===== config.mk =====
export PLATFORM = sky130hd
export DESIGN_NAME = ext_int_ctrl
export DESIGN_NICKNAME = d
export VERILOG_FILES = /design/src/rtl/ext_int_ctrl.sv
export SDC_FILE = /design/constraint.sdc
export NUM_CORES = 1
export LEC_CHECK = 0
export ABC_CLOCK_PERIOD_IN_PS = 2800
export BUFFER_PORTS_ARGS = -buffer_cell sky130_fd_sc_hd__buf_2
export CAP_MARGIN = 0
export CORE_UTILIZATION = 40
export CTS_BUF_LIST = sky130_fd_sc_hd__clkbuf_4 sky130_fd_sc_hd__clkbuf_8
export DETAILED_ROUTE_END_ITERATION = 8
export PLACE_DENSITY = 0.66
export REMOVE_ABC_BUFFERS = 1
export SLEW_MARGIN = 20
export SYNTH_ARGS = -nofsm -noshare
export SYNTH_HDL_FRONTEND = slang
export SYNTH_SLANG_ARGS = --single-unit

===== constraint.sdc =====
create_clock -name clk -period 2.8 [get_ports clk]
set_input_delay 0.56 -clock clk [delete_from_list [all_inputs] [get_ports clk]]
set_output_delay 0.56 -clock clk [all_outputs]
set_load 0.1 [all_outputs]

===== src/rtl/ext_int_ctrl.sv =====
// External interrupt controller: synchronizes raw lines, latches pending sources,
// and presents one fixed-priority request with its ID until the core acknowledges it.
module ext_int_ctrl #(
    parameter int                 NUM_SRC     = 8,
    parameter int                 SYNC_STAGES = 2,
    parameter logic [NUM_SRC-1:0] EDGE_MASK   = '0,
    parameter int                 ID_BASE     = 16
) (
    input  logic               clk,
    input  logic               rst,
    input  logic [NUM_SRC-1:0] irq_src_i,
    input  logic [NUM_SRC-1:0] src_en_i,
    input  logic               global_int_en_i,
    input  logic               int_ack_i,
    input  logic               mret_done_i,
    output logic               int_req_o,
    output logic [7:0]         int_id_o,
    output logic [NUM_SRC-1:0] pending_o
);

    localparam int         IDX_W    = (NUM_SRC > 1) ? $clog2(NUM_SRC) : 1;
    localparam logic [7:0] ID_BASE8 = 8'(ID_BASE);

    typedef enum logic [2:0] {
        S_IDLE = 3'b001,
        S_REQ  = 3'b010,
        S_SVC  = 3'b100
    } state_t;

    state_t             state_q, state_d;
    logic [NUM_SRC-1:0] sync_q [SYNC_STAGES];
    logic [NUM_SRC-1:0] s;
    logic [NUM_SRC-1:0] s_d_q;
    logic [NUM_SRC-1:0] pending_q, pending_d;
    logic [NUM_SRC-1:0] clr;
    logic [IDX_W-1:0]   cand_idx, idx_q;
    logic               cand_vld;
    logic               take;
    logic [7:0]         id_q;

    always_ff @(posedge clk) begin
        if (rst) begin
            for (int unsigned k = 0; k < SYNC_STAGES; k++) begin
                sync_q[k] <= '0;
            end
        end else begin
            sync_q[0] <= irq_src_i;
            for (int unsigned k = 1; k < SYNC_STAGES; k++) begin
                sync_q[k] <= sync_q[k-1];
            end
        end
    end

    assign s = sync_q[SYNC_STAGES-1];

    // Ack only clears the edge-latched bit of the source currently being served.
    always_comb begin
        clr = '0;
        if (state_q == S_REQ && int_ack_i) begin
            clr[idx_q] = 1'b1;
        end
    end

    assign pending_d = (EDGE_MASK & ((s & ~s_d_q) | (pending_q & ~clr)))
                     | (~EDGE_MASK & s);

    always_ff @(posedge clk) begin
        if (rst) begin
            s_d_q     <= '0;
            pending_q <= '0;
        end else begin
            s_d_q     <= s;
            pending_q <= pending_d;
        end
    end

    always_comb begin
        cand_vld = 1'b0;
        cand_idx = '0;
        for (int unsigned i = 0; i < NUM_SRC; i++) begin
            if (!cand_vld && pending_q[i] && src_en_i[i]) begin
                cand_vld = 1'b1;
                cand_idx = IDX_W'(i);
            end
        end
    end

    assign take = (state_q == S_IDLE) && global_int_en_i && cand_vld;

    always_ff @(posedge clk) begin
        if (rst) begin
            state_q <= S_IDLE;
        end else begin
            state_q <= state_d;
        end
    end

    always_comb begin
        state_d = state_q;
        unique case (state_q)
            S_IDLE: if (take) state_d = S_REQ;
            S_REQ: begin
                if (int_ack_i)             state_d = S_SVC;
                else if (!global_int_en_i) state_d = S_IDLE;
            end
            S_SVC:  if (mret_done_i) state_d = S_IDLE;
            default: state_d = S_IDLE;
        endcase
    end

    // ID is captured once on entry to S_REQ so later pending/enable changes cannot move it.
    always_ff @(posedge clk) begin
        if (rst) begin
            idx_q <= '0;
            id_q  <= '0;
        end else if (take) begin
            idx_q <= cand_idx;
            id_q  <= ID_BASE8 + 8'(cand_idx);
        end
    end

    always_comb begin
        int_req_o = (state_q == S_REQ);
        int_id_o  = (state_q == S_REQ) ? id_q : '0;
        pending_o = pending_q;
    end

endmodule


==> flow_metrics.env <==
export IMPL_status="finished, final reports clean"
export IMPL_globalplace_congestion=0.818
export IMPL_worstRegToRegCells=4
export IMPL_cts_buffers=5
export IMPL_initial_utilization=0.436
export IMPL_fillCellCount=246
export IMPL_drt_pass1_iter_count=4
export IMPL_leakage_nw=0.596
export IMPL_r2r_slack_ns=1.34
export IMPL_route_detailed_drc=0
export IMPL_fp_dieH_um=54.7
export IMPL_yosysWarnings=0
export IMPL_antenna_left=0
export IMPL_ys_types=27
export IMPL_crit_type="reg -> out"
export IMPL_syn_area_mm2=0.00111
export IMPL_fin_crit_sh=0.803
export IMPL_finalSetupViolCount=0
export IMPL_drtIter0Drc=18
export IMPL_min_to="pending_o[4]$_SDFF_PP0_"
export IMPL_p_int_uw=612
export IMPL_path_delay_family="simple AND/OR/NAND/NOR gates"
export IMPL_path_max_fanout=8
export IMPL_post_synth_cell_area_avg_um2=10.2
export IMPL_cts_clk_slew_worst_paths_ns=0.09
export IMPL_slowest_delay_ns=0.45
export IMPL_clockRootBuffer="clkbuf_4"
export IMPL_worstMarginPinSlew_ns=0.535
export IMPL_cts_path_max_buffers=2
export IMPL_max_cap_viol_count=0
export IMPL_timing_hold_ws_ns=0.435
export IMPL_area_delta_synth_final_pct=20.7
export IMPL_path_cells="nor3b_2, and2_1, buf_2"
export IMPL_placed_cell_area_mm2=0.00128
export IMPL_cts_tree="done"
export IMPL_grt_max_degree=32
export IMPL_ir_worst_vdd_v=0.000368
export IMPL_wire_per_inst_um=10.3
export IMPL_via_per_inst=4.80
export IMPL_io_pins=38
export IMPL_swShare=0.270
export IMPL_multi_input_area_um2=455
export IMPL_reg2reg_from="pending_o[0]$_SDFF_PP0_"
export IMPL_grt_ovfl_total=0
export IMPL_p_sw_uw=226
export IMPL_clock_skew_ns=0.00422
export IMPL_comb_power_share=0.134
export IMPL_num_antenna_cells=0
export IMPL_p_seq_frac=0.562
export IMPL_routed_wl_um=1810
export IMPL_dpl_hpwl_um=1310
export IMPL_final_max_slew_violation_count=0
export IMPL_syn_inst=109
export IMPL_cts_hold_buf=0
export IMPL_cts_resized=0
export IMPL_timing_rr_end="state_q[1]$_SDFFE_PP0P_"
export IMPL_hp_start="sync_q[1][4]$_SDFF_PP0_"
export IMPL_fp_row_count=18
export IMPL_synth_seq_cells=31
export IMPL_fmax_ghz=0.445
export IMPL_worstPathArrival_ns=1.69
export IMPL_crit_cells=3
export IMPL_htreeDepth=2
export IMPL_cts_sinks=31
export IMPL_pwr_density_cell_mw_per_mm2=625
export IMPL_slew_limit_headroom=0.644
export IMPL_worst_ep_required_time_ns=2.24
export IMPL_hold_path_class="reg -> reg"
export IMPL_slowest_stage="dfxtp_1"
export IMPL_vias=844
export IMPL_track_usage=0.136
export IMPL_die_area_mm2=0.00299
export IMPL_rsz0062_at_grt="no"
export IMPL_stdcell_area_mm2=0.00134
export IMPL_die_w_um=54.7
export IMPL_crit_path_start_kind="flop"
export IMPL_yosysSeqAreaShare=0.559
export IMPL_path_buf_inv=1
export IMPL_nets=166
export IMPL_clkPwrFrac=0.304
export IMPL_core_area_mm2=0.00254
export IMPL_post_cts_buffers=0
export IMPL_antenna_found_initial=0
export IMPL_clock_latency_ns=0.32
export IMPL_grt_pass1_wl_um=2620
export IMPL_min_period_ns=2.25
export IMPL_cp_end_kind="output port"
export IMPL_holdPathStages=1
export IMPL_grt_pass1_vias=653
export IMPL_regArea_um2=621
export IMPL_final_hold_viol_count=0
export IMPL_io_buffers=33
export IMPL_drive_gt1_frac=0.308
## worst max path at each step
stage / start / end
6_report: state_q[1]$_SDFFE_PP0P_ / int_id_o[0]
5_1_grt: state_q[1]$_SDFFE_PP0P_ / int_id_o[0]
4_1_cts: state_q[1]$_SDFFE_PP0P_ / int_id_o[0]
3_5_place_dp: state_q[1]$_SDFFE_PP0P_ / int_id_o[0]
3_3_place_gp: state_q[1]$_SDFFE_PP0P_ / int_id_o[4]
2_1_floorplan: state_q[1]$_SDFFE_PP0P_ / int_id_o[0]
## state kept, by name, indices dropped and copies added, names as in the netlist
signal	cells
sync_q	16
pending_o	8
id_q	4
state_q	3
## per-layer routing
layer / GRT usage / vias to the layer above / part of all wire
met5: 0 / - / 0
met4: 0.0897 / 0 / 0.0044
met3: 0.0750 / 2 / 0.084
met2: 0.235 / 29 / 0.52
met1: 0.119 / 376 / 0.39
li1: - / 437 / -
## metrics by stage
stage               setup slack [ns]  power [mW]  setup TNS, ns  std cells  utilization
floorplan                     -0.398       0.561          -1.59        105            -
global placement               0.958       0.591              0        168        0.504
detailed placement             0.909       0.594              0        168        0.504
CTS                            0.528       0.852              0        176        0.527
global route                   0.425       0.880              0        176        0.527
finish                         0.552       0.838              0        176        0.527
## layout by cell type (no fill, tap or decap), drive strengths merged
cell     Yosys  routed
a31oi        2       2
a311oi       1       1
nand3        3       3
clkbuf       2       7
a222oi       2       2
a21oi        3       3
a22oi        3       3
o21ai        1       1
nand4        1       1
mux2i        2       2
and2         4       4
nand4bb      1       1
a211o        1       1
nor3b        3       3
nor3         4       4
nand2        6       6
conb         1       4
a22o         1       1
clkinv       0       1
dfxtp       31      31
nor2b       24      24
inv          1       1
buf          5      33
nor2         7       7
## synthesized netlist by cell type, drive strengths merged
library cell | count | area share
inv | 1 | 0.0034
nand3 | 3 | 0.014
nor3 | 4 | 0.018
a31oi | 2 | 0.017
and2 | 4 | 0.023
a311oi | 1 | 0.014
nand2 | 6 | 0.020
dfxtp | 31 | 0.56
nand4bb | 1 | 0.010
a22o | 1 | 0.0079
nor2 | 7 | 0.026
a222oi | 2 | 0.018
conb | 1 | 0.0034
mux2i | 2 | 0.018
clkbuf | 2 | 0.0068
a211o | 1 | 0.0079
nand4 | 1 | 0.0056
buf | 5 | 0.030
o21ai | 1 | 0.0045
nor2b | 24 | 0.14
nor3b | 3 | 0.025
a22oi | 3 | 0.020
a21oi | 3 | 0.014
## cell type report
| cell class | instances | share of cell area |
|---|---|---|
| Clock inverter | 1 | 0.00373 |
| Timing Repair Buffer | 33 | 0.123 |
| Clock buffer | 7 | 0.0392 |
| Tap cell | 30 | 0.0280 |
| Sequential cell | 31 | 0.463 |
| Inverter | 1 | 0.00280 |
| Multi-Input combinational cell | 73 | 0.340 |
## logic make-up after synthesis
kind of cell | after synthesis | share of synthesized area
simple gates | 53 | 0.276
flops | 31 | 0.559
compound gates | 14 | 0.103
buf+inv | 8 | 0.0406
mux | 2 | 0.0180
other cells | 1 | 0.00338
## power by group through the flow
stage                     clock (mW)  combinational [mW]  sequential, mW
after floorplan                    0              0.0603           0.501
after global placement             0               0.111           0.480
after detailed placement           0               0.113           0.481
after CTS                      0.268               0.113           0.470
after global routing           0.285               0.122           0.473
final                          0.255               0.113           0.470
Note: power is estimated with default switching activity, not from simulation.
